### src/rtl/rvsteel_uart_tx_fifo_if.sv
// rvsteel_uart_tx_fifo_if: RISC-V Steel IO bus bundle with master and slave views
interface rvsteel_uart_tx_fifo_if;
    logic [31:0] rw_address;
    logic [31:0] read_data;
    logic        read_request;
    logic        read_response;
    logic [7:0]  write_data;
    logic        write_request;
    logic        write_response;
    modport master (
        output rw_address, read_request, write_data, write_request,
        input  read_data, read_response, write_response
    );
    modport slave (
        input  rw_address, read_request, write_data, write_request,
        output read_data, read_response, write_response
    );
endinterface

### src/rtl/rvsteel_uart_tx_fifo.sv
// rvsteel_uart_tx_fifo: byte FIFO on the CPU bus that drains itself into the UART, one byte per ready poll
module rvsteel_uart_tx_fifo #(
    parameter int          FIFO_DEPTH   = 16,
    parameter logic [31:0] BASE_ADDRESS = 32'h80000100,
    parameter logic [31:0] UART_ADDRESS = 32'h80000000
) (
    input  logic                          clock,
    input  logic                          reset,
    rvsteel_uart_tx_fifo_if.slave         bus,
    rvsteel_uart_tx_fifo_if.master        uart,
    output logic                          fifo_empty
);
    localparam int AW = $clog2(FIFO_DEPTH);
    localparam int LW = AW + 1;

    typedef enum logic [2:0] {IDLE, POLL, POLL_WAIT, WRITE, WRITE_WAIT} state_t;

    state_t        state_q, state_d;
    logic [7:0]    mem_q [FIFO_DEPTH];
    logic [AW-1:0] head_q, head_d, tail_q, tail_d;
    logic [LW-1:0] level_q, level_d;
    logic          overflow_q, overflow_d;
    logic [31:0]   read_data_q, read_data_d;
    logic          read_response_q, write_response_q;
    logic          uart_read_request_q, uart_read_request_d;
    logic          uart_write_request_q, uart_write_request_d;
    logic          full, push_hit, push, pop, level_read, status_read;
    logic          unused_read_data;

    assign full        = level_q == LW'(FIFO_DEPTH);
    assign fifo_empty  = level_q == '0;
    assign push_hit    = bus.write_request && bus.rw_address == BASE_ADDRESS;
    assign push        = push_hit && !full;
    assign level_read  = bus.read_request && bus.rw_address == BASE_ADDRESS;
    assign status_read = bus.read_request && bus.rw_address == BASE_ADDRESS + 32'd4;

    // Pointer/level bookkeeping, sticky overflow (a new drop beats the read-clear) and slave read mux
    always_comb begin
        head_d      = pop ? head_q + AW'(1) : head_q;
        tail_d      = push ? tail_q + AW'(1) : tail_q;
        level_d     = level_q + LW'(push) - LW'(pop);
        overflow_d  = (push_hit && full) || (overflow_q && !status_read);
        read_data_d = level_read ? 32'(level_q) :
                      status_read ? {29'b0, overflow_q, full, fifo_empty} : '0;
    end

    // Drain sequencer: poll ready, write head byte only after a ready poll, pop on write response
    always_comb begin
        state_d              = state_q;
        uart_read_request_d  = 1'b0;
        uart_write_request_d = 1'b0;
        pop                  = 1'b0;
        case (state_q)
            IDLE: if (!fifo_empty) begin
                state_d             = POLL;
                uart_read_request_d = 1'b1;
            end
            POLL: state_d = POLL_WAIT;
            POLL_WAIT: if (uart.read_response) begin
                state_d              = uart.read_data[0] ? WRITE : POLL;
                uart_write_request_d = uart.read_data[0];
                uart_read_request_d  = !uart.read_data[0];
            end
            WRITE: state_d = WRITE_WAIT;
            WRITE_WAIT: if (uart.write_response) begin
                state_d = IDLE;
                pop     = 1'b1;
            end
            default: state_d = IDLE;
        endcase
    end

    // All control state and registered outputs, cleared by the active-low reset
    always_ff @(posedge clock) begin
        if (!reset) begin
            state_q              <= IDLE;
            head_q               <= '0;
            tail_q               <= '0;
            level_q              <= '0;
            overflow_q           <= 1'b0;
            read_data_q          <= '0;
            read_response_q      <= 1'b0;
            write_response_q     <= 1'b0;
            uart_read_request_q  <= 1'b0;
            uart_write_request_q <= 1'b0;
        end else begin
            state_q              <= state_d;
            head_q               <= head_d;
            tail_q               <= tail_d;
            level_q              <= level_d;
            overflow_q           <= overflow_d;
            read_data_q          <= read_data_d;
            read_response_q      <= bus.read_request;
            write_response_q     <= bus.write_request;
            uart_read_request_q  <= uart_read_request_d;
            uart_write_request_q <= uart_write_request_d;
        end
    end

    // Storage needs no reset: entries are only read between a push and its pop
    always_ff @(posedge clock) begin
        if (push) mem_q[tail_q] <= bus.write_data;
    end

    assign bus.read_data       = read_data_q;
    assign bus.read_response   = read_response_q;
    assign bus.write_response  = write_response_q;
    assign uart.read_request   = uart_read_request_q;
    assign uart.write_request  = uart_write_request_q;
    assign uart.rw_address     = (uart_read_request_q || uart_write_request_q) ? UART_ADDRESS : '0;
    assign uart.write_data     = uart_write_request_q ? mem_q[head_q] : '0;
    assign unused_read_data    = ^uart.read_data[31:1];
endmodule

### src/flat_wrapper.sv
// flat-port wrapper written by rule: the top's interface ports become plain ports
module rvsteel_uart_tx_fifo_flat 
#(
    parameter int          FIFO_DEPTH   = 16,
    parameter logic [31:0] BASE_ADDRESS = 32'h80000100,
    parameter logic [31:0] UART_ADDRESS = 32'h80000000
)
  (clock, reset, fifo_empty, bus_rw_address, bus_read_request, bus_write_data, bus_write_request, bus_read_data, bus_read_response, bus_write_response, uart_rw_address, uart_read_request, uart_write_data, uart_write_request, uart_read_data, uart_read_response, uart_write_response);
  rvsteel_uart_tx_fifo_if bus_i ();
  rvsteel_uart_tx_fifo_if uart_i ();
  input  logic clock;
  input  logic reset;
  output logic fifo_empty;
  input wire logic [$bits(bus_i.rw_address)-1:0] bus_rw_address;
  input wire logic [$bits(bus_i.read_request)-1:0] bus_read_request;
  input wire logic [$bits(bus_i.write_data)-1:0] bus_write_data;
  input wire logic [$bits(bus_i.write_request)-1:0] bus_write_request;
  output wire logic [$bits(bus_i.read_data)-1:0] bus_read_data;
  output wire logic [$bits(bus_i.read_response)-1:0] bus_read_response;
  output wire logic [$bits(bus_i.write_response)-1:0] bus_write_response;
  output wire logic [$bits(uart_i.rw_address)-1:0] uart_rw_address;
  output wire logic [$bits(uart_i.read_request)-1:0] uart_read_request;
  output wire logic [$bits(uart_i.write_data)-1:0] uart_write_data;
  output wire logic [$bits(uart_i.write_request)-1:0] uart_write_request;
  input wire logic [$bits(uart_i.read_data)-1:0] uart_read_data;
  input wire logic [$bits(uart_i.read_response)-1:0] uart_read_response;
  input wire logic [$bits(uart_i.write_response)-1:0] uart_write_response;
  assign bus_i.rw_address = bus_rw_address;
  assign bus_i.read_request = bus_read_request;
  assign bus_i.write_data = bus_write_data;
  assign bus_i.write_request = bus_write_request;
  assign bus_read_data = bus_i.read_data;
  assign bus_read_response = bus_i.read_response;
  assign bus_write_response = bus_i.write_response;
  assign uart_rw_address = uart_i.rw_address;
  assign uart_read_request = uart_i.read_request;
  assign uart_write_data = uart_i.write_data;
  assign uart_write_request = uart_i.write_request;
  assign uart_i.read_data = uart_read_data;
  assign uart_i.read_response = uart_read_response;
  assign uart_i.write_response = uart_write_response;
  rvsteel_uart_tx_fifo #(.FIFO_DEPTH(FIFO_DEPTH), .BASE_ADDRESS(BASE_ADDRESS), .UART_ADDRESS(UART_ADDRESS)) u_core (.clock(clock), .reset(reset), .bus(bus_i), .uart(uart_i), .fifo_empty(fifo_empty));
endmodule
### config.mk
export PLATFORM = sky130hd
export DESIGN_NAME = rvsteel_uart_tx_fifo_flat
export DESIGN_NICKNAME = d
export VERILOG_FILES = /design/src/rtl/rvsteel_uart_tx_fifo_if.sv /design/src/rtl/rvsteel_uart_tx_fifo.sv /design/src/flat_wrapper.sv
export SDC_FILE = /design/constraint.sdc
export NUM_CORES = 1
export LEC_CHECK = 0
export CAP_MARGIN = 20
export CORE_ASPECT_RATIO = 0.6
export CORE_MARGIN = 2
export CORE_UTILIZATION = 34
export CTS_CLUSTER_DIAMETER = 40
export DETAILED_ROUTE_END_ITERATION = 8
export PLACE_DENSITY_LB_ADDON = 0.2
export SYNTH_ARGS = -nofsm -noshare
export SYNTH_HDL_FRONTEND = slang
export SYNTH_SLANG_ARGS = --single-unit
### constraint.sdc
create_clock -name clock -period 5.8 [get_ports clock]
set_input_delay 1.16 -clock clock [delete_from_list [all_inputs] [get_ports clock]]
set_output_delay 1.16 -clock clock [all_outputs]
set_load 0.02 [all_outputs]
==> run_results.csv <==
group,metric,value,unit
status,status,"completed",
power,switching_share,26.16,%
cells_and_area,fin_util,41.13,%
clocking,cts_resized,0,
place,place.gp.congestion,0.6865,
detailed_routing,viasPerCell,4.625,
detailed_routing,wire_per_inst,18.06,um
critical_path,worstPathRequired,4640,ps
sta,max_slew_margin,26.64,%
critical_path,crit_path_end,"uart_write_data[1]",
critical_path,rr_worst_depth,9,
critical_path,worstSetupPathType,"flop to output pin",
detailed_routing,drcViolationCount,0,
critical_path,r2r_start,"u_core.state_q[1]",
flow_run,cap_violations,0,
sta,tightest_slew,1099,ps
critical_path,worst_ep_arrival_time,3120,ps
yosys,synth-seq-cells,158,
sta,finalWorstSetupSlack,1523,ps
power,p_clk_share,39.9,%
yosys,synth_top_cell_by_area,"edfxtp_1",
global_routing,grt_pass1_vias,3661,
detailed_routing,vias,3617,
yosys,synth_area_leaders,"edfxtp_1 55%, mux4_2 10%, dfxtp_1 8.6%",
yosys,synth_edf_count,128,
clocking,htree_levels,4,
cells_and_area,finalNetCount,585,
yosys,synth_area,0.006960,mm2
clocking,cts_setup_buffers,0,
cells_and_area,syn_to_final_growth,18.28,%
place,io_buffers,65,
clocking,cts_tree,"yes",
detailed_routing,drt_iter0_drc,219,
critical_path,slowest_delay,960,ps
floorplan,start_util,34.77,%
critical_path,reg2reg_to,"u_core.level_q[4]",
power,peakVddDrop,0.2044,mV
yosys,synth.distinct_cells,51,
floorplan,die_width,188.7,um
sta,finalHoldViolCount,0,
clocking,cts_root_buffer,"clkbuf_16",
worst_hold_path,holdCritPathClass,"flop to flop",
yosys,yosysMostFrequentCell,"edfxtp_1",
sta,finClkSkew,12.51,ps
critical_path,r2r_setup_slack,3080,ps
cells_and_area,multi_input_area,0.002162,mm2
detailed_routing,antenna_left,0,
cells_and_area,n_fill_cell,1813,
yosys,synth_top_area_share,55.22,%
floorplan,io_pins,155,
power,seqPwrFrac,47.0,%
global_routing,track_usage,13.57,%
critical_path,cp_num_cells,5,
place,hpwl,9667,um
power,power_frac_comb,13.1,%
cells_and_area,drive_gt1_share,15.75,%
global_routing,antenna_found_initial,1,
floorplan,rows,40,
detailed_routing,wl,14120,um
critical_path,worstPathMaxFanout,25,
critical_path,cpMaxStageDelayCell,"dfxtp_2",
detailed_routing,dr.pass1.iters,4,
sta,slew_violations,0,
global_routing,gr-total-overflow,0,
sta,period_needed,4277,ps
yosys,synthFlopType,"edfxtp_1",
power,cellLeakagePower,2.806,nW
floorplan,core,0.02002,mm2
yosys,synth_common_cells,"128 x edfxtp_1, 60 x buf_4, 32 x mux4_2",
clocking,clkSinkCount,158,
floorplan,fp.dieH,114.8,um
clocking,cts_buffers,17,
critical_path,crit_family,"flip-flops",
clocking,cts.clk_slew.worst_paths,70,ps
clocking,clk_path_buf_depth,2,
yosys,synth-seq-area-share,63.85,%
sta,rsz0062_at_grt,"false",
floorplan,die_area,0.02167,mm2
critical_path,crit_path_cell_trace,"buf_4 > mux4_2 > mux2i_1 > o22ai_1 > clkdlybuf4s50_1",
global_routing,grt_max_degree,33,
sta,fmax,0.2338,GHz
global_routing,grt_pass1_wl,21350,um
yosys,syn-mean-instance-area,16.30,um2
clocking,clkLatencyLatePin,420,ps
yosys,yosys_warnings,0,
power,internal_power,0.002032,W
sta,fin_tns_setup,0,ps
power,powerDensity,334.2,mW/mm2
place,dp_worst_setup_slack,1398,ps
yosys,netlist_instances,427,
cells_and_area,seq_area,0.004447,mm2
yosys,synthArstFlopShare,0,%
sta,setup_viol,0,
critical_path,cp-start-kind,"flop",
sta,post-route-period-util,73.75,%
critical_path,critPathCaptureType,"output pin",
critical_path,path_buf_inv,2,
power,switching_power,0.0007198,W
clocking,cts_hold_buf,0,
-- routing by layer --
layer	wire length (um)	track usage [%]	up-vias	share of wire, %
li1	-	-	1655	-
met1	6849	19.36	1828	48
met2	6094	20.20	128	43
met3	1086	4.457	6	7.7
met4	93	3.125	0	0.66
met5	0	0	-	0
-- power by group through the flow --
stage,sequential [W],clock [W],combinational [W]
3_5_place_dp,0.00132,0,0.000361
2_1_floorplan,0.00130,0,0.000288
4_1_cts,0.00130,0.00112,0.000362
5_1_grt,0.00130,0.00116,0.000400
6_report,0.00129,0.00110,0.000360
3_3_place_gp,0.00132,0,0.000352
-- metrics by stage --
step,hold slack [ps],cells,instance area [um2],total power (W)
after floorplan,472.3,484,7174,0.001584
after global placement,500.5,748,7650,0.001671
after CTS,524.7,780,8225,0.002775
after global routing,567.7,781,8230,0.002859
final,520.1,782,8233,0.002752
after detailed placement,511.0,748,7650,0.001681
-- logic make-up after synthesis --
| family | count (synthesis) | synth area share, % |
|---|---|---|
| xor+xnor | 6 | 0.7551 |
| fa+ha+maj | 12 | 2.265 |
| other cells | 1 | 0.05388 |
| buf+inv | 86 | 8.161 |
| flops | 158 | 63.85 |
| compound gates | 21 | 2.031 |
| mux | 56 | 13.82 |
| simple gates | 87 | 9.060 |
-- registers in the layout, indices dropped and copies added, names as in the netlist, 3 cells and up, named ones only --
name,flops
u_core.level_q,5
u_core.head_q,4
u_core.mem_q,128
u_core.state_q,3
u_core.tail_q,4
u_core.bus.read_data,5
-- worst min-delay path: cells and delay by family (launching register included) --
family / cells / cell delay [ps]
flip-flops: 1 / 350
AND/OR/NAND/NOR: 1 / 70
multiplexers: 1 / 60
-- worst min-delay path by stage --
stage                           startpoint          endpoint  depth (start not counted)
after floorplan           u_core.tail_q[3]  u_core.tail_q[3]                          2
after global placement    u_core.tail_q[1]  u_core.tail_q[1]                          2
after detailed placement  u_core.tail_q[1]  u_core.tail_q[1]                          2
after CTS                 u_core.tail_q[1]  u_core.tail_q[1]                          2
after global routing      u_core.tail_q[1]  u_core.tail_q[1]                          2
final                     u_core.tail_q[1]  u_core.tail_q[1]                          2
-- final cells by class --
class	instances	share of cell area, %
well taps	273	4.149
inverters	11	0.5015
flip-flops and latches	158	54.01
diodes	1	0.03040
clock buffers	17	5.167
multi-input cells	240	26.26
clock inverters	15	1.824
repair buffers	67	8.055
-- cell usage in the layout, fill, tap and decap left out, types with 3 or more instances in the layout --
| cell | n |
|---|---|
| a21oi_1 | 4 |
| ha_1 | 11 |
| nor4_2 | 4 |
| nor2b_1 | 4 |
| xor2_1 | 3 |
| inv_6 | 5 |
| edfxtp_1 | 128 |
| clkbuf_16 | 17 |
| nor2_1 | 5 |
| xnor2_1 | 3 |
| nor4_4 | 3 |
| inv_8 | 3 |
| clkinv_4 | 3 |
| dfxtp_1 | 28 |
| and3_1 | 18 |
| nand2_1 | 14 |
| and2_1 | 9 |
| o22ai_1 | 8 |
| clkdlybuf4s50_1 | 65 |
| nand2b_1 | 8 |
| mux4_2 | 32 |
| conb_1 | 58 |
| mux2i_1 | 23 |
| inv_1 | 11 |
| nor3_1 | 4 |
Note: power is estimated with default switching activity, not from simulation.
